### src/rtl/reorder_buffer.sv
// ---------------------------------------------------------------------------
// reorder_buffer
//
// Circular in-order retirement buffer. Instructions allocate an entry at the
// tail when issued, receive their result from the common data bus (CDB), and
// retire from the head in program order once their result is present.
//
// Ports
//   clk              sole clock, rising edge
//   reset            asynchronous active-high reset (control state only)
//   flush            synchronous misprediction flush, beats every other action
//   issue            allocate one entry (ignored while issue_ready=0)
//   issue_arch_num   destination register of the issuing instruction
//   issue_ready      buffer not full
//   issue_tag        tag the next issue receives (tail pointer)
//   cdb_valid        result broadcast valid
//   cdb_tag          tag of the broadcast result
//   cdb_data         broadcast result value
//   read_tag[2]      operand lookup tags
//   read_done[2]     looked-up entry holds a result (with CDB bypass)
//   read_data[2]     looked-up result value (with CDB bypass)
//   commit           head entry retires this cycle
//   commit_arch_num  destination register of the retiring entry
//   commit_tag       tag of the retiring entry (head pointer)
//   commit_data      result of the retiring entry
// ---------------------------------------------------------------------------
module reorder_buffer #(
    parameter int ROB_WIDTH = 3,
    parameter int REG_WIDTH = 5
) (
    input  logic                 clk,
    input  logic                 reset,
    input  logic                 flush,
    input  logic                 issue,
    input  logic [REG_WIDTH-1:0] issue_arch_num,
    output logic                 issue_ready,
    output logic [ROB_WIDTH-1:0] issue_tag,
    input  logic                 cdb_valid,
    input  logic [ROB_WIDTH-1:0] cdb_tag,
    input  logic [31:0]          cdb_data,
    input  logic [ROB_WIDTH-1:0] read_tag  [2],
    output logic                 read_done [2],
    output logic [31:0]          read_data [2],
    output logic                 commit,
    output logic [REG_WIDTH-1:0] commit_arch_num,
    output logic [ROB_WIDTH-1:0] commit_tag,
    output logic [31:0]          commit_data
);

    localparam int DATA_W = 32;
    localparam int DEPTH  = 2 ** ROB_WIDTH;

    localparam logic [ROB_WIDTH:0]   DEPTH_CNT = (ROB_WIDTH + 1)'(DEPTH);
    localparam logic [ROB_WIDTH:0]   CNT_ONE   = (ROB_WIDTH + 1)'(1);
    localparam logic [ROB_WIDTH:0]   CNT_ZERO  = '0;
    localparam logic [ROB_WIDTH-1:0] PTR_ONE   = ROB_WIDTH'(1);

    // Control state
    logic [ROB_WIDTH-1:0] head;
    logic [ROB_WIDTH-1:0] tail;
    logic [ROB_WIDTH:0]   count;
    logic [DEPTH-1:0]     busy;
    logic [DEPTH-1:0]     done;

    // Payload state (never reset; qualified by busy/done)
    logic [REG_WIDTH-1:0] arch_num [DEPTH];
    logic [DATA_W-1:0]    data     [DEPTH];

    logic issue_acc;
    logic cdb_hit;

    // Fullness is judged on the registered count only, so a slot freed by a
    // retire this cycle is not reusable until the next cycle.
    assign issue_ready = (count < DEPTH_CNT);
    assign issue_tag   = tail;
    assign issue_acc   = issue && issue_ready;

    // A broadcast is only meaningful for an allocated entry; stale tags drop.
    assign cdb_hit     = cdb_valid && busy[cdb_tag];

    // Retire uses registered done only, which gives the one-cycle
    // write-to-retire latency after a CDB write to the head entry.
    assign commit          = (count != CNT_ZERO) && done[head] && !flush;
    assign commit_tag      = head;
    assign commit_arch_num = arch_num[head];
    assign commit_data     = data[head];

    always_comb begin
        for (int i = 0; i < 2; i++) begin
            read_done[i] = done[read_tag[i]];
            read_data[i] = data[read_tag[i]];
            if (cdb_hit && (cdb_tag == read_tag[i])) begin
                read_done[i] = 1'b1;
                read_data[i] = cdb_data;
            end
        end
    end

    // Control registers: pointers, occupancy and per-entry status
    always_ff @(posedge clk or posedge reset) begin
        if (reset) begin
            head  <= '0;
            tail  <= '0;
            count <= '0;
            busy  <= '0;
            done  <= '0;
        end else if (flush) begin
            head  <= '0;
            tail  <= '0;
            count <= '0;
            busy  <= '0;
            done  <= '0;
        end else begin
            if (issue_acc) begin
                busy[tail] <= 1'b1;
                done[tail] <= 1'b0;
                tail       <= tail + PTR_ONE;
            end
            if (cdb_hit) begin
                done[cdb_tag] <= 1'b1;
            end
            // Retire clears last so it wins over a redundant CDB to the head.
            if (commit) begin
                busy[head] <= 1'b0;
                done[head] <= 1'b0;
                head       <= head + PTR_ONE;
            end
            case ({issue_acc, commit})
                2'b10:   count <= count + CNT_ONE;
                2'b01:   count <= count - CNT_ONE;
                default: count <= count;
            endcase
        end
    end

    // Payload registers: written without reset, harmless under flush
    always_ff @(posedge clk) begin
        if (issue_acc) begin
            arch_num[tail] <= issue_arch_num;
        end
        if (cdb_hit) begin
            data[cdb_tag] <= cdb_data;
        end
    end

endmodule

### config.mk
export PLATFORM = sky130hd
export DESIGN_NAME = reorder_buffer
export DESIGN_NICKNAME = d
export VERILOG_FILES = /design/src/rtl/reorder_buffer.sv
export SDC_FILE = /design/constraint.sdc
export NUM_CORES = 1
export LEC_CHECK = 0
export CORE_MARGIN = 3
export CORE_UTILIZATION = 35
export CTS_CLUSTER_DIAMETER = 40
export DETAILED_ROUTE_END_ITERATION = 16
export GPL_TIMING_DRIVEN = 0
export PLACE_DENSITY = 0.59
export RECOVER_POWER = 50
export SYNTH_ARGS = -nofsm -noshare
export SYNTH_HDL_FRONTEND = slang
export SYNTH_SLANG_ARGS = --single-unit
export TNS_END_PERCENT = 10
### constraint.sdc
create_clock -name clk -period 8.2 [get_ports clk]
set_input_delay 2.46 -clock clk [delete_from_list [all_inputs] [get_ports clk]]
set_output_delay 2.46 -clock clk [all_outputs]
set_load 0.02 [all_outputs]
-- Word level (Yosys, flattened, before mapping)
Memories as Yosys holds them, arrays and structs flattened.
Cells that the tools add are included.
- word-level logic and storage cells: 83
- bits in writable memories: 296
- bits in registers: 26
- bits of input ports: 51
- memory bits (read-only): 0
- output and inout bits: 111
- memories: 2
- latch bits: 0
- memory list (memory ; depth ; width ; read ports ; clocked after memory_dff ; write ports ; line ; text):
    data ; 8 ; 32 ; 3 ; 0 ; 1 ; 67 ; logic [DATA_W-1:0] data [DEPTH];
    arch_num ; 8 ; 5 ; 1 ; 0 ; 1 ; 66 ; logic [REG_WIDTH-1:0] arch_num [DEPTH];
- divide/modulo/power cells: 0
- reductions and logical operators: 14
- magnitude comparators: 9
- equal/unequal tests: 4
- shift operators: 0
- multiplexer cells: 38
- add/sub/neg operators: 4
- bitwise logic cells: 7
- $mul: 0
- operators with widths (operator ; number):
    two-way mux 8 bit ; 10
    two-way mux 32 bit ; 2
    AND 8 bit ; 3
    less-than comparator 3 x 4 -> 1 bit, second input constant ; 5
    inverter 8 bit ; 2
    OR 8 bit ; 2
    two-way mux 1 bit ; 13
    binary-select mux 1 bit (select 3 bit) ; 4
    two-way mux 3 bit ; 4
    demux 1 bit (select 3 bit) ; 3
    >= comparator 3 x 1 -> 1 bit, second input constant ; 3
    logical AND 1 bit ; 9
    case mux 4 bit (2 select lines) ; 1
    adder 3 x 1 -> 3 bit, second input constant ; 2
    equality test 3 bit ; 2
    adder 4 x 1 -> 4 bit, second input constant ; 1
    less-than comparator 4 bit, second input constant ; 1
    two-way mux 4 bit ; 1
    nonzero test 2 bit ; 2
    nonzero test 4 bit ; 1
    subtractor 4 x 1 -> 4 bit, second input constant ; 1
    nonzero test 3 bit ; 1
    equality test 2 x 1 -> 1 bit, second input constant ; 1
    equality test 2 bit, second input constant ; 1
    zero test 1 bit ; 1

-- Depth between registers and ports, before layout
Gate-level depths: netlist (run 1).
- depth in word-level cells: 14
- depth in mapped cells: 13
- depth with buffers taken out: 11

-- Worst setup path after synthesis (run 1)
Ideal clock, no wire load.
- path type: in2out
- start: input read_tag[3] (netlist name)
- end: output read_data[34] (netlist name)
- stages: 5
- data arrival time: 4302 ps
- required time: 5740 ps
- slack: 1438 ps
- path buffers: 2
- cell sequence: clkbuf_1 -> clkbuf_1 -> mux4_2 -> mux2_2 -> mux2_1
- RTL lines (what ; line ; text):
    start: declaration ; 41 ; input logic [ROB_WIDTH-1:0] read_tag [2],
    end: declaration ; 43 ; output logic [31:0] read_data [2],

==> flow_summary.toml, run 1 <==
[global_routing]
grt_max_degree = 27
grt_antenna_before_repair = 3
grt_pass1_vias = 12700
grt_usage = 0.230
grt-ovfl-total = 0
grt_pass1_wl_mm = 88.6

[detailed_routing]
wl_per_cell_um = 29.9
vias_per_cell = 6.04
dr.pass1.iters = 6
drcViolationCount = 0
wl_mm = 62.2
drt_first_iter_violations = 1548
vias = 12600
antenna_left = 0

[timing]
worst_slack_ns = 0.0351
hold_viol_final = 0
fin_crit_ns = 8.16
rsz0062_at_grt = "true"
finalHoldWorstSlack_ns = 0.488
relSlewSlack = 0.0285
setup_viol = 0
fmax_mhz = 122
fin_skew_ns = 0.0147
worst_pin_slew_ns = 1.45
slew_viol_final = 0
finalCritPeriodShare = 0.996

[setup_path]
worst_ep_required_time_ns = 5.74
worst_setup_path_end_kind = "output pin"
crit_path_max_fanout = 10
path_class = "input port to output pin"
r2r_setup_slack_ns = 4.59
start_kind = "input port"
critPathArrivalTime_ns = 5.70
reg2reg_from = "commit_tag[0]$_DFFE_PP0P_"
crit_path_start = "read_tag[1]"
r2r_end = "count[3]$_DFFE_PP0P_"
r2r_cells = 12

[floorplan]
rows = 81
start_util = 0.358
die_y_um = 231
die_w_um = 231
core_um2 = 49500
dieArea_um2 = 53300
boundaryPins = 162

[synthesis]
ys_async_sr_fraction = 0.0807
netlist_area_um2 = 17700
yosys_warnings = 0
syn_avg_cell_area_um2 = 15.5
ys_ff_latch = 322
ys_seq_area_frac = 0.539
synth_cells = 1143
syn_nets = 1198
synth_edf_count = 296
ys_types = 53
synthFlopType = "edfxtp_1"

[flow_run]
maxCapViolations = 0

[final_layout]
final_cells = 2084
final_area_um2 = 22200
fill_cells = 4461
nets = 1429
drive_above_1_share = 0.337
area_growth_pct = 25.6

[worst_hold_path]
hold_start = "busy[0]$_DFF_PP0_"
min_to = "busy[0]$_DFF_PP0_"
min_path_type = "flip-flop to flip-flop"
whs_path_depth = 1

[cts]
cts_tree = "built"
cts_buffers = 53
path_clk_slew_ns = 0.05
h-tree-depth = 2
insertion_delay_ns = 0.59
postCtsHoldBufs = 0
clk_path_buf_depth = 3
clock-sinks = 322
clockRootBuffer = "clkbuf_16"

[power_and_ir_drop]
p_int_w = 0.00336
comb_power_share = 0.087
p_seq_frac = 0.409
power.leakage_nw = 7.21
swShare = 0.242
p_clk_frac = 0.503
p_sw_w = 0.00107
p_per_area_nw_per_um2 = 199
vdd_drop_max_mv = 0.147

[placement]
dp_hpwl_mm = 41.6
gp_congestion = 0.826
dp.cells = 1979
io_buffers = 156
place_area_um2 = 20400
pre_cts_ws_ns = -0.379

[run_status]
outcome = "finished clean"
routing by layer:
metal  wire [µm]  global-route usage  vias up
met2       28500               0.358      776
met5          30                   0        -
met1       25300               0.316     6487
met3        6320              0.0547      124
li1            -                   -     5193
met4        2020              0.0800        4
metrics by stage:
stage	power, W	util	TNS [ns]
floorplan	0.00206	-	0
global placement	0.00223	0.406	-117.69
detailed placement	0.00224	0.412	-17.48
CTS	0.00446	0.449	0
finish	0.00443	0.449	0
global route	0.00455	0.449	-0.0270
area by class of cell:
cell class / instances / area [µm²] / area share
multi-input cells: 718 / 7750 / 0.349
repair buffers: 176 / 1850 / 0.0834
well taps: 664 / 831 / 0.0374
diodes: 1 / 2.50 / 0.000113
plain buffers: 97 / 425 / 0.0191
flip-flops and latches: 322 / 9540 / 0.429
clock buffers: 59 / 1390 / 0.0626
clock inverters: 41 / 397 / 0.0179
inverters: 6 / 22.5 / 0.00101
Yosys cell counts (4+ instances only):
cell type  instances  area [µm²]
o22ai_1           11        68.8
nor2b_1           15        93.8
mux2_2           193        2170
and2_1             4        25.0
a21oi_1           35         175
o21ai_0           11        55.1
dfrtp_1           26         651
a221o_1            5        50.1
clkbuf_1          61         229
a211oi_1           4        30.0
mux4_2           132        2970
edfxtp_1         296        8890
nor2_1            65         244
xor2_1             8        70.1
a221oi_1          21         184
nand2_1           48         180
o21a_1            11        82.6
buf_2             19        95.1
a31oi_1           15        93.8
a22o_1             5        43.8
a22oi_1           25         188
nor3_1             9        45.0
o221ai_1          23         201
ha_1               4        50.1
buf_1             13        48.8
nand2b_1           5        31.3
mux2i_1           34         340
inv_1              6        22.5
layout by cell type (no fill, tap or decap), types with 5 or more instances in the layout:
| cell | instances |
|---|---|
| edfxtp_1 | 296 |
| mux2_2 | 193 |
| mux4_2 | 132 |
| clkdlybuf4s50_1 | 117 |
| nor2_1 | 61 |
| clkbuf_1 | 59 |
| clkbuf_16 | 55 |
| nand2_1 | 48 |
| dlygate4sd3_1 | 39 |
| a21oi_1 | 35 |
| mux2i_1 | 34 |
| dfrtp_1 | 26 |
| a22oi_1 | 25 |
| o221ai_1 | 23 |
| buf_2 | 21 |
| a221oi_1 | 21 |
| nor2b_1 | 15 |
| a31oi_1 | 15 |
| inv_6 | 13 |
| o21a_1 | 11 |
| o21ai_0 | 11 |
| o22ai_1 | 11 |
| buf_1 | 10 |
| buf_6 | 8 |
| xor2_1 | 8 |
| buf_4 | 7 |
| clkbuf_2 | 7 |
| nor3_1 | 7 |
| clkinvlp_4 | 7 |
| clkinv_4 | 7 |
| inv_1 | 6 |
| clkinv_1 | 6 |
| nand2b_1 | 5 |
| a221o_1 | 5 |
| a22o_1 | 5 |
logic make-up after synthesis:
kind of cell               after synthesis  share of synthesized area
muxes                                  361                      0.312
DFF                                    322                      0.539
xor gates and xnor gates                11                    0.00545
AOI/OAI and AO/OA                      178                     0.0725
buffers and inverters                  103                     0.0243
and+or+nand+nor                        164                     0.0439
adders and majority gates                4                    0.00283
power groups by stage:
stage	sequential (W)	clock, W	combinational (W)
finish	0.00181	0.00223	0.000386
global route	0.00181	0.00233	0.000407
CTS	0.00181	0.00225	0.000393
detailed placement	0.00185	0	0.000391
global placement	0.00185	0	0.000385
floorplan	0.00185	0	0.000216
critical path, stage by stage:
cell	delay, ns
clkdlybuf4s50_1	0.74
buf_2	0.40
clkdlybuf4s15_2	0.56
mux4_2	0.38
mux2_2	0.28
mux2_2	0.32
clkdlybuf4s50_1	0.56
what timing repair did:
action,in CTS,in global routing
gates resized for setup,11,0
setup endpoints to repair,65,29
buffers inserted,2,2
pin swaps,2,1
worst max path at each step:
stage / endpoint / cells after the start
6_report: read_data[0] / 7
2_1_floorplan: read_data[34] / 5
3_3_place_gp: data[0][20]$_DFFE_PP_ / 7
3_5_place_dp: read_data[29] / 7
5_1_grt: read_data[61] / 10
4_1_cts: read_data[53] / 9
state kept, by name (all words and copies together), names as in the netlist:
register	flops
arch_num	40
busy	8
commit_tag	3
count	4
data	256
done	8
issue_tag	3
Note: power is estimated with default switching activity, not from simulation.
==> run 2, diff against run 1 <==
--- a/config.mk
+++ b/config.mk
@@ -10,7 +10,7 @@
 export CTS_CLUSTER_DIAMETER = 40
 export DETAILED_ROUTE_END_ITERATION = 16
 export GPL_TIMING_DRIVEN = 0
-export PLACE_DENSITY = 0.59
+export PLACE_DENSITY = 0.63
 export RECOVER_POWER = 50
 export SYNTH_ARGS = -nofsm -noshare
 export SYNTH_HDL_FRONTEND = slang
==> run 2 against run 1 <==
Effect of this change: the run now ends with max-capacitance violations, max-slew violations left; cell count down 0.24%; count of clock-buffer cells in the layout unchanged; worst setup slack worse by 0.023 ns; die area unchanged; critical endpoint is now read_data[17]; largest power group unchanged.
==> flow_summary.toml, run 2 (synthesized netlist as in run 1, its figures left out) <==
[detailed_routing]
m1WireLength_mm = 24.7
topRoutingLayerUsed = "met4"
wl_met3_mm = 6.49
dr.pass1.iters = 6
vias_per_cell = 6.00
vias = 12500
antenna_left = 0
wl_mm = 61.0
met2_length_mm = 27.7
wl_per_cell_um = 29.4
drcViolationCount = 0
drt_first_iter_violations = 1567

[power_and_ir_drop]
power.leakage_nw = 7.23
vdd_drop_max_mv = 0.152
p_per_area_nw_per_um2 = 205

[floorplan]
die_y_um = 231
die_w_um = 231
boundaryPins = 162
core_um2 = 49500
start_util = 0.358
rows = 81
dieArea_um2 = 53300

[placement]
io_buffers = 156
pre_cts_ws_ns = -0.352
gp_congestion = 0.841
dp_hpwl_mm = 40.8
dp.cells = 1978

[setup_path]
critPathArrivalTime_ns = 5.73
crit_path_max_fanout = 10
crit_end = "read_data[17]"
reg2reg_from = "commit_tag[1]$_DFFE_PP0P_"
crit_path_start = "read_tag[1]"
r2r_setup_slack_ns = 4.63
start_kind = "input port"
r2r_end = "count[3]$_DFFE_PP0P_"
worst_setup_path_end_kind = "output pin"
r2r_cells = 12
path_class = "input port to output pin"
worst_ep_required_time_ns = 5.74

[global_routing]
grt_antenna_before_repair = 2
grt_pass1_vias = 12700
grt_pass1_wl_mm = 87.7
grt_usage = 0.226
grt-ovfl-total = 0
grt_max_degree = 27

[timing]
setup_viol = 0
hold_viol_final = 0
finalCritPeriodShare = 0.999
tns_ns = 0
fin_crit_ns = 8.19
fin_skew_ns = 0.0238
relSlewSlack = -0.0615
worst_slack_ns = 0.0121
slew_viol_final = 19
rsz0062_at_grt = "true"
fmax_mhz = 122
worst_pin_slew_ns = 1.58

[final_layout]
final_cells = 2079
drive_above_1_share = 0.337
regArea_um2 = 9540
layout_commonest_cell = "edfxtp_1"
largest_register_ffs = 256
regMostFlops = "data"
multi_input_area_um2 = 7750
area_growth_pct = 26.0
nets = 1425
fill_cells = 4413
post-route-util = 0.450
mostFrequentLayoutCells = "296 x edfxtp_1, 193 x mux2_2, 132 x mux4_2"
reg_top3 = "data x256, arch_num x40"

[cts]
postCtsHoldBufs = 0
insertion_delay_ns = 0.60
clockRootBuffer = "clkbuf_16"
cts_tree = "built"
h-tree-depth = 2
path_clk_slew_ns = 0.05
cts_buffers = 52
clock-sinks = 322
clk_path_buf_depth = 3

[run_status]
outcome = "finished, violations left"
violations = "max-capacitance violations, max-slew violations"

[flow_run]
maxCapViolations = 2

[worst_hold_path]
min_path_type = "flip-flop to flip-flop"
==> run 2: power breakdown <==
group | internal, W | leakage, nW | switching, W
registers | 0.00181 | 3.02 | 0.00000746
clock network | 0.00151 | 0.906 | 0.000854
logic | 0.000180 | 3.30 | 0.000206
==> run 2: worst max-delay path, stage by stage <==
cell             delay (ns)
clkdlybuf4s50_1        0.67
buf_2                  0.37
buf_1                  0.67
mux4_2                 0.41
mux2_2                 0.32
mux2_2                 0.29
clkdlybuf4s50_1        0.54
==> run 2: what timing repair did <==
action	in CTS	in global routing
resized for setup	9	4
pin swaps	2	1
setup endpoints to repair	65	45
cloned	0	0
buffers inserted	0	2
==> run 2: how the worst min path moves through the flow <==
| stage | slack, ns | start | cells after the start | end |
|---|---|---|---|---|
| after global placement | 0.48 | busy[1]$_DFF_PP0_ | 1 | busy[1]$_DFF_PP0_ |
| final | 0.49 | busy[3]$_DFF_PP0_ | 1 | busy[3]$_DFF_PP0_ |
| after detailed placement | 0.48 | busy[3]$_DFF_PP0_ | 1 | busy[3]$_DFF_PP0_ |
| after floorplan | 0.46 | busy[0]$_DFF_PP0_ | 1 | busy[0]$_DFF_PP0_ |
| after global routing | 0.51 | busy[3]$_DFF_PP0_ | 1 | busy[3]$_DFF_PP0_ |
| after CTS | 0.49 | busy[3]$_DFF_PP0_ | 1 | busy[3]$_DFF_PP0_ |
==> run 2: per-layer routing <==
layer / vias up / track usage
li1: 5177 / -
met1: 6361 / 0.307
met2: 810 / 0.352
met3: 125 / 0.0584
met4: 0 / 0.0810
met5: - / 0
==> run 2: per-stage QoR <==
step	cell area (µm²)	total power, W	hold WS (ns)
floorplan	17700	0.00206	0.456
detailed placement	20400	0.00224	0.482
finish	22300	0.00456	0.491
global route	22300	0.00467	0.510
global placement	20100	0.00223	0.476
CTS	22300	0.00458	0.494
==> run 2: cell type report <==
class,count,area share
flip-flops and latches,322,0.428
multi-input cells,718,0.348
repair buffers,173,0.0811
clock buffers,59,0.0615
well taps,664,0.0373
clock inverters,39,0.0234
plain buffers,97,0.0193
inverters,6,0.00101
diodes,1,0.000112
